## src/rtl/lane_loader_pkg.sv

```systemverilog
// Shared types and default sizes for the byte-stream to lane-frame loader.
package lane_loader_pkg;

    typedef enum logic [1:0] {FILL, DRAIN, HOLD} loader_state_t;

    localparam int LL_NUM_LANES_DEF = 26;
    localparam int LL_LANE_W_DEF    = 8;
    localparam int LL_CNT_W         = 16;

endpackage

```

## src/rtl/lane_idle_timer.sv

```systemverilog
// Counts consecutive idle cycles while running; flags the cycle that reaches TIMEOUT.
module lane_idle_timer #(
    parameter int TIMEOUT = 255
) (
    input  logic clk_i,
    input  logic rst_i,
    input  logic run_i,
    input  logic clear_i,
    output logic expire_o
);

    localparam int CW = $clog2(TIMEOUT + 1);

    logic [CW-1:0] cnt_q;

    // Saturates at TIMEOUT so a stalled stream fires exactly once.
    always_ff @(posedge clk_i) begin
        if (rst_i || clear_i) begin
            cnt_q <= '0;
        end else if (run_i && (cnt_q != CW'(TIMEOUT))) begin
            cnt_q <= cnt_q + 1'b1;
        end
    end

    assign expire_o = run_i && !clear_i && (cnt_q == CW'(TIMEOUT - 1));

endmodule

```

## src/rtl/lane_frame_loader.sv

```systemverilog
// Deserializes a valid/ready byte stream into a NUM_LANES-wide frame held until taken.
module lane_frame_loader
    import lane_loader_pkg::*;
#(
    parameter int NUM_LANES = LL_NUM_LANES_DEF,
    parameter int LANE_W    = LL_LANE_W_DEF,
    parameter int TIMEOUT   = 255
) (
    input  logic                        clk_i,
    input  logic                        rst_i,
    input  logic [LANE_W-1:0]           s_data_i,
    input  logic                        s_valid_i,
    input  logic                        s_last_i,
    output logic                        s_ready_o,
    output logic [NUM_LANES*LANE_W-1:0] lanes_o,
    output logic                        frame_valid_o,
    input  logic                        frame_ready_i,
    output logic                        err_len_o,
    output logic                        err_tmo_o,
    output logic [LL_CNT_W-1:0]         frame_cnt_o
);

    localparam int                IDX_W    = (NUM_LANES > 1) ? $clog2(NUM_LANES) : 1;
    localparam logic [IDX_W-1:0]  LAST_IDX = IDX_W'(NUM_LANES - 1);

    loader_state_t                     state_q;
    logic [IDX_W-1:0]                  idx_q;
    logic [NUM_LANES-1:0][LANE_W-1:0]  lanes_q;
    logic                              frame_valid_q;
    logic                              err_len_q;
    logic                              err_tmo_q;
    logic [LL_CNT_W-1:0]               frame_cnt_q;

    logic accept;
    logic tmr_run;
    logic tmr_expire;

    // Ready is held low during reset so nothing is taken before the FSM is defined.
    assign s_ready_o = !rst_i && (state_q != HOLD);
    assign accept    = s_valid_i && s_ready_o;
    assign tmr_run   = ((state_q == FILL) && (idx_q != '0)) || (state_q == DRAIN);

    lane_idle_timer #(
        .TIMEOUT (TIMEOUT)
    ) u_idle_timer (
        .clk_i    (clk_i),
        .rst_i    (rst_i),
        .run_i    (tmr_run),
        .clear_i  (accept),
        .expire_o (tmr_expire)
    );

    always_ff @(posedge clk_i) begin
        if (rst_i) begin
            state_q       <= FILL;
            idx_q         <= '0;
            lanes_q       <= '0;
            frame_valid_q <= 1'b0;
            err_len_q     <= 1'b0;
            err_tmo_q     <= 1'b0;
            frame_cnt_q   <= '0;
        end else begin
            err_len_q <= 1'b0;
            err_tmo_q <= 1'b0;
            case (state_q)
                FILL: begin
                    if (accept) begin
                        lanes_q[idx_q] <= s_data_i;
                        if (idx_q == LAST_IDX) begin
                            idx_q <= '0;
                            if (s_last_i) begin
                                state_q       <= HOLD;
                                frame_valid_q <= 1'b1;
                            end else begin
                                state_q   <= DRAIN;
                                err_len_q <= 1'b1;
                            end
                        end else if (s_last_i) begin
                            idx_q     <= '0;
                            err_len_q <= 1'b1;
                        end else begin
                            idx_q <= idx_q + 1'b1;
                        end
                    end else if (tmr_expire) begin
                        idx_q     <= '0;
                        err_tmo_q <= 1'b1;
                    end
                end
                DRAIN: begin
                    // Overlong tail is swallowed up to its last marker; the error already fired.
                    if (accept && s_last_i) begin
                        state_q <= FILL;
                        idx_q   <= '0;
                    end else if (!accept && tmr_expire) begin
                        state_q   <= FILL;
                        idx_q     <= '0;
                        err_tmo_q <= 1'b1;
                    end
                end
                HOLD: begin
                    if (frame_ready_i) begin
                        state_q       <= FILL;
                        idx_q         <= '0;
                        frame_valid_q <= 1'b0;
                        frame_cnt_q   <= frame_cnt_q + 1'b1;
                    end
                end
                default: begin
                    state_q       <= FILL;
                    idx_q         <= '0;
                    frame_valid_q <= 1'b0;
                end
            endcase
        end
    end

    assign lanes_o       = lanes_q;
    assign frame_valid_o = frame_valid_q;
    assign err_len_o     = err_len_q;
    assign err_tmo_o     = err_tmo_q;
    assign frame_cnt_o   = frame_cnt_q;

endmodule

```

## config.mk

```make
export PLATFORM = sky130hd
export DESIGN_NAME = lane_frame_loader
export DESIGN_NICKNAME = d
export VERILOG_FILES = /design/src/rtl/lane_loader_pkg.sv /design/src/rtl/lane_idle_timer.sv /design/src/rtl/lane_frame_loader.sv
export SDC_FILE = /design/constraint.sdc
export NUM_CORES = 1
export LEC_CHECK = 0
export CAP_MARGIN = 10
export CORE_MARGIN = 2
export CORE_UTILIZATION = 53
export DETAILED_ROUTE_END_ITERATION = 8
export GPL_TIMING_DRIVEN = 0
export PLACE_DENSITY = 0.86
export SYNTH_ARGS = -nofsm -noshare
export SYNTH_HDL_FRONTEND = slang
export SYNTH_HIERARCHICAL = 1
export SYNTH_SLANG_ARGS = --single-unit
export TNS_END_PERCENT = 20
```

## constraint.sdc

```tcl
create_clock -name clk_i -period 5.91 [get_ports clk_i]
set_input_delay 1.4775 -clock clk_i [delete_from_list [all_inputs] [get_ports clk_i]]
set_output_delay 1.4775 -clock clk_i [all_outputs]
set_load 0.01 [all_outputs]
```

* Word-level counts from Yosys, hierarchy flattened *
Index checks and enable logic that the tools add are counted.

operators by class
  $add $sub $neg = 3
  $lt $le $gt $ge = 2
  equality and inequality tests = 12
  mux-type cells = 31
  bitwise gates (word level) = 3
  reductions and logical operators = 21

operator list
  cell                                                        number
  bitwise mux 208 bit                                         1
  demux 8 bit (select 5 bit)                                  1
  two-way mux 5 bit                                           7
  adder 16 x 1 -> 16 bit, second input constant               1
  one-hot mux 5 bit (3 select lines)                          1
  two-way mux 2 bit                                           6
  two-way mux 1 bit                                           11
  logical AND 1 bit                                           9
  adder 8 x 1 -> 8 bit, second input constant                 1
  equality test 8 bit, second input constant                  1
  two-way mux 8 bit                                           1
  != test 2 bit, second input constant                        4
  != test 8 bit, second input constant                        1
  less-than comparator 5 x 6 -> 1 bit, second input constant  1
  one-hot mux 2 bit (3 select lines)                          1
  adder 5 x 1 -> 5 bit, second input constant                 1
  equality test 5 bit, second input constant                  1
  >= comparator 5 x 1 -> 1 bit, second input constant         1
  AND reduction 5 bit                                         1
  nonzero test 5 bit                                          1
  AND reduction 2 bit                                         2
  AND reduction 4 bit                                         1
  != test 3 x 1 -> 1 bit, second input constant               1
  != test 3 bit, second input constant                        1
  other kinds (11)                                            15

word-level totals
  flip-flop bits (word level) = 242
  output and inout bits = 228

* Longest topological paths before layout *
  depth in word-level cells = 10
  gate-level depth with buffers = 10
  depth with buffers taken out = 9

* By module *
Netlist, hierarchy kept.

by module, submodules not included
  module             times used  cells each  area an instance (um2)  seq. area each (um2)
  lane_frame_loader  1           872         9044.9                  4684.5
  lane_idle_timer    1           49          431.7                   160.2

* Worst setup path before layout *
No wires, ideal clock.

  path kind = in2out
  from = input rst_i
  to = output s_ready_o
  arrival = 2.404 ns
  required time = 4.433 ns
  slack = 2.029 ns
  stages on the path = 4
  cell sequence = clkbuf_1 -> clkbuf_1 -> buf_1 -> nor2_1

between the ends
  longest elaborated chain between the ends = 2

ends and longest elaborated chain
  element            RTL line                 RTL
  from (decl)        lane_frame_loader.sv:10  input logic rst_i,
  logical NOT 1 bit  lane_frame_loader.sv:39  assign s_ready_o = !rst_i && (state_q != HOLD);
  logical AND 1 bit  lane_frame_loader.sv:39
  to (decl)          lane_frame_loader.sv:14  output logic s_ready_o,

Every way passes these cells.

* Final worst setup path *
Same ends and word-level chain as after synthesis.

==> metrics.cfg <==
[power]
p_per_area_nw_per_um2=254
pwr-share-seq_pct=50.1
switching_share_pct=21.9
p_leak_nw=6.07
ir_worst_vdd_mv=0.216
p_comb_share_pct=3.8
power.clock.fraction_pct=46.1
switchingPower_mw=0.717
p_int_mw=2.55

[floorplanning]
die_h_microns=138
coreArea_sq_um=17400
start_util_pct=54.4
row_count=48
die_area_sq_um=19000
fp.dieW_microns=138
io_pins=241

[critical_path]
slowest_delay_ns=0.63
arrival_ns=4.26
endpoint_kind=output port
critPathLaunchType=input pin
path_depth=6
crit_chain=clkdlybuf4s50_1 -> clkbuf_1 -> clkbuf_1 -> buf_1 -> nor2_1 -> clkdlybuf4s50_1
path_max_fanout=10
cp_slowest_cell=clkdlybuf4s50_1
crit_buf_inv=5
critical_path_required_ns=4.43
ff2ff_path_depth=10
critPathKind=in -> out
cpLargestDelayFamily=buffers and inverters

[global_routing]
top_usage_layer=met2
gr-usage-all-layers_pct=27.2
antenna_found_initial=0
use_met1_pct=34.1
grt_pass1_wl_microns=39900
grt_use_met3_pct=7.54
grt_pass1_vias=7209
use_met2_pct=44.7
grt_start_max_net_pins=14
grt-ovfl-total=0

[synth]
muxShareOfSynthArea_pct=22.3
yosys_warnings=6
ys_seq_elements=242
synthAdderAreaFrac_pct=0.924
synth_cell_types=47
synth_compound_area_share_pct=2.18
synthesis.area_sq_um=9480
synth_fp_nets=941
synthArstFlopShare_pct=0
ys.flop_type=dfxtp_1
yosys.area_share.simple_pct=19.2
syn_inst=921
yosys.area_share.xor_xnor_pct=1.02
ys_seq_area_share_pct=51.1
syn_avg_cell_area_sq_um=10.3
synth_top_family_by_area=multiplexers
synth_edf_count=0

[timing]
fin_skew_ns=0.00930
worst_pin_slew_ns=0.844
slew_headroom_pct=43.7
fin_setup_tns_ns=0
rsz0062_at_grt=no
post-route-min-period_ns=5.74
final.period_utilization_pct=97.1
holdWs_ns=0.491
finalHoldViolations=0
slew_violations=0
finalSetupViolCount=0
fmax_mhz=174

[clock_tree]
cts.path.max_buffers=3
ctsHtreeMaxLevel=1
post_cts_buffers=0
insertion_delay_ns=0.52
postCtsResizedCells=0
cts.sinks=242
root_buffer=clkbuf_16
cts_tree=built
cts_made_buffers=25
cts_hold_buf=0
clkTransAtPathRegs_ns=0.06

[place]
port_buffers=232
gp_congestion=0.851
dp_hpwl_microns=17800

[route]
via_count=7687
first_iter_violations=320
firstDrtPassIters=5
vias_per_cell=5.41
drc_errors=0
routedWlPerCell_microns=18.6
ant_nets=0
drt-total-wl_microns=26400

[layout]
syn_to_final_growth_pct=35.8
nets=1200
antenna_cells=0
drive_above_1_share_pct=6.94

[hold_path]
hold_path.class=reg -> reg
min_path_cells=2

[outcome]
status=finished clean

[flow_run]
cap_viol_max_count=0

## flip-flops by register name (all words and copies together) (netlist names)
signal / count
err_tmo_o: 1
u_idle_timer/cnt_q: 8
lanes_o: 208
err_len_o: 1
frame_valid_o: 1
state_q: 2
frame_cnt_o: 16
idx_q: 5
## routing by layer
metal,share of wire (%),vias up
met5,0,-
met4,3.8,0
met3,8.6,66
met2,47,280
met1,41,3695
li1,-,3646
## synth_stat cells (all sizes together), types with 9 or more instances
library cell	count	share of area, %
mux2i	211	22
dfxtp	242	51
clkbuf	50	2.0
nor3	9	0.53
inv	12	0.48
nand2	14	0.55
o21ai	11	0.58
a21oi	14	0.74
buf	14	0.79
nand3	43	5.2
nor2	226	9.0
## stage by stage
step                total power, mW  std cells  instance area [sq um]  setup slack, ns  util (%)
global route                   3.36       1421                  12900           0.0829      73.9
CTS                            3.29       1421                  12900            0.188      73.9
finish                         3.27       1421                  12900            0.173      73.9
detailed placement             1.80       1378                  12100            0.209      69.4
floorplan                      1.75        921                   9480             2.03         -
global placement               1.79       1378                  12100            0.199      69.4
## cell type report
cell class,instances,area (sq um)
buffer,64,263
inverter,12,45.0
sequential,242,4840
clock buffer,39,768
clock inverter,4,23.8
fill,1250,4540
timing repair buffer,232,2320
tap,225,282
multi-input combinational,603,4320
## layout by cell type (no fill, tap or decap), drive strengths merged, types with 2 or more instances in the layout
master         instances
and2                   2
inv                   13
nor3b                  3
dfxtp                242
xor2                   7
nor4b                  2
nor4                   3
a31oi                  5
a21oi                 14
xnor2                  4
mux2i                211
nor2                 226
nand2                 14
clkdlybuf4s50        232
nand4                  5
and3b                  3
nand2b                 2
clkbuf                89
and4b                  3
nor3                   9
o21ai                 11
and4                   4
and3                   3
a211oi                 2
or4                    2
buf                   14
nand4b                 2
clkinv                 3
a32oi                  2
nand3                 43
or3                    7
ha                     7
## worst min-delay path: cells and delay by family, from the launching register on
| kind | cells | cell delay, ns |
|---|---|---|
| flops | 1 | 0.32 |
| mux | 1 | 0.07 |
| simple gates | 1 | 0.07 |
## kinds of logic after synthesis
family / Yosys count
AOI/OAI and AO/OA: 36
xor gates and xnor gates: 11
adders and majority gates: 7
buffers and inverters: 76
DFF: 242
muxes: 211
and+or+nand+nor: 338
## path summary, 6_finish.rpt
kind,start,to,slack (ns)
setup reg to reg,idx_q[0],idx_q[1],2.84
hold reg to reg,lanes_o[55],lanes_o[55],0.49
setup / recovery,rst_i,s_ready_o,0.17
hold / removal,lanes_o[55],lanes_o[55],0.49
## power groups by stage
stage | logic (mW) | registers (mW) | clock network (mW)
2_1_floorplan | 0.0707 | 1.68 | 0
3_3_place_gp | 0.120 | 1.67 | 0
3_5_place_dp | 0.121 | 1.67 | 0
4_1_cts | 0.122 | 1.64 | 1.53
5_1_grt | 0.131 | 1.64 | 1.59
6_report | 0.123 | 1.64 | 1.51
Power figures use the tool's default switching activity.
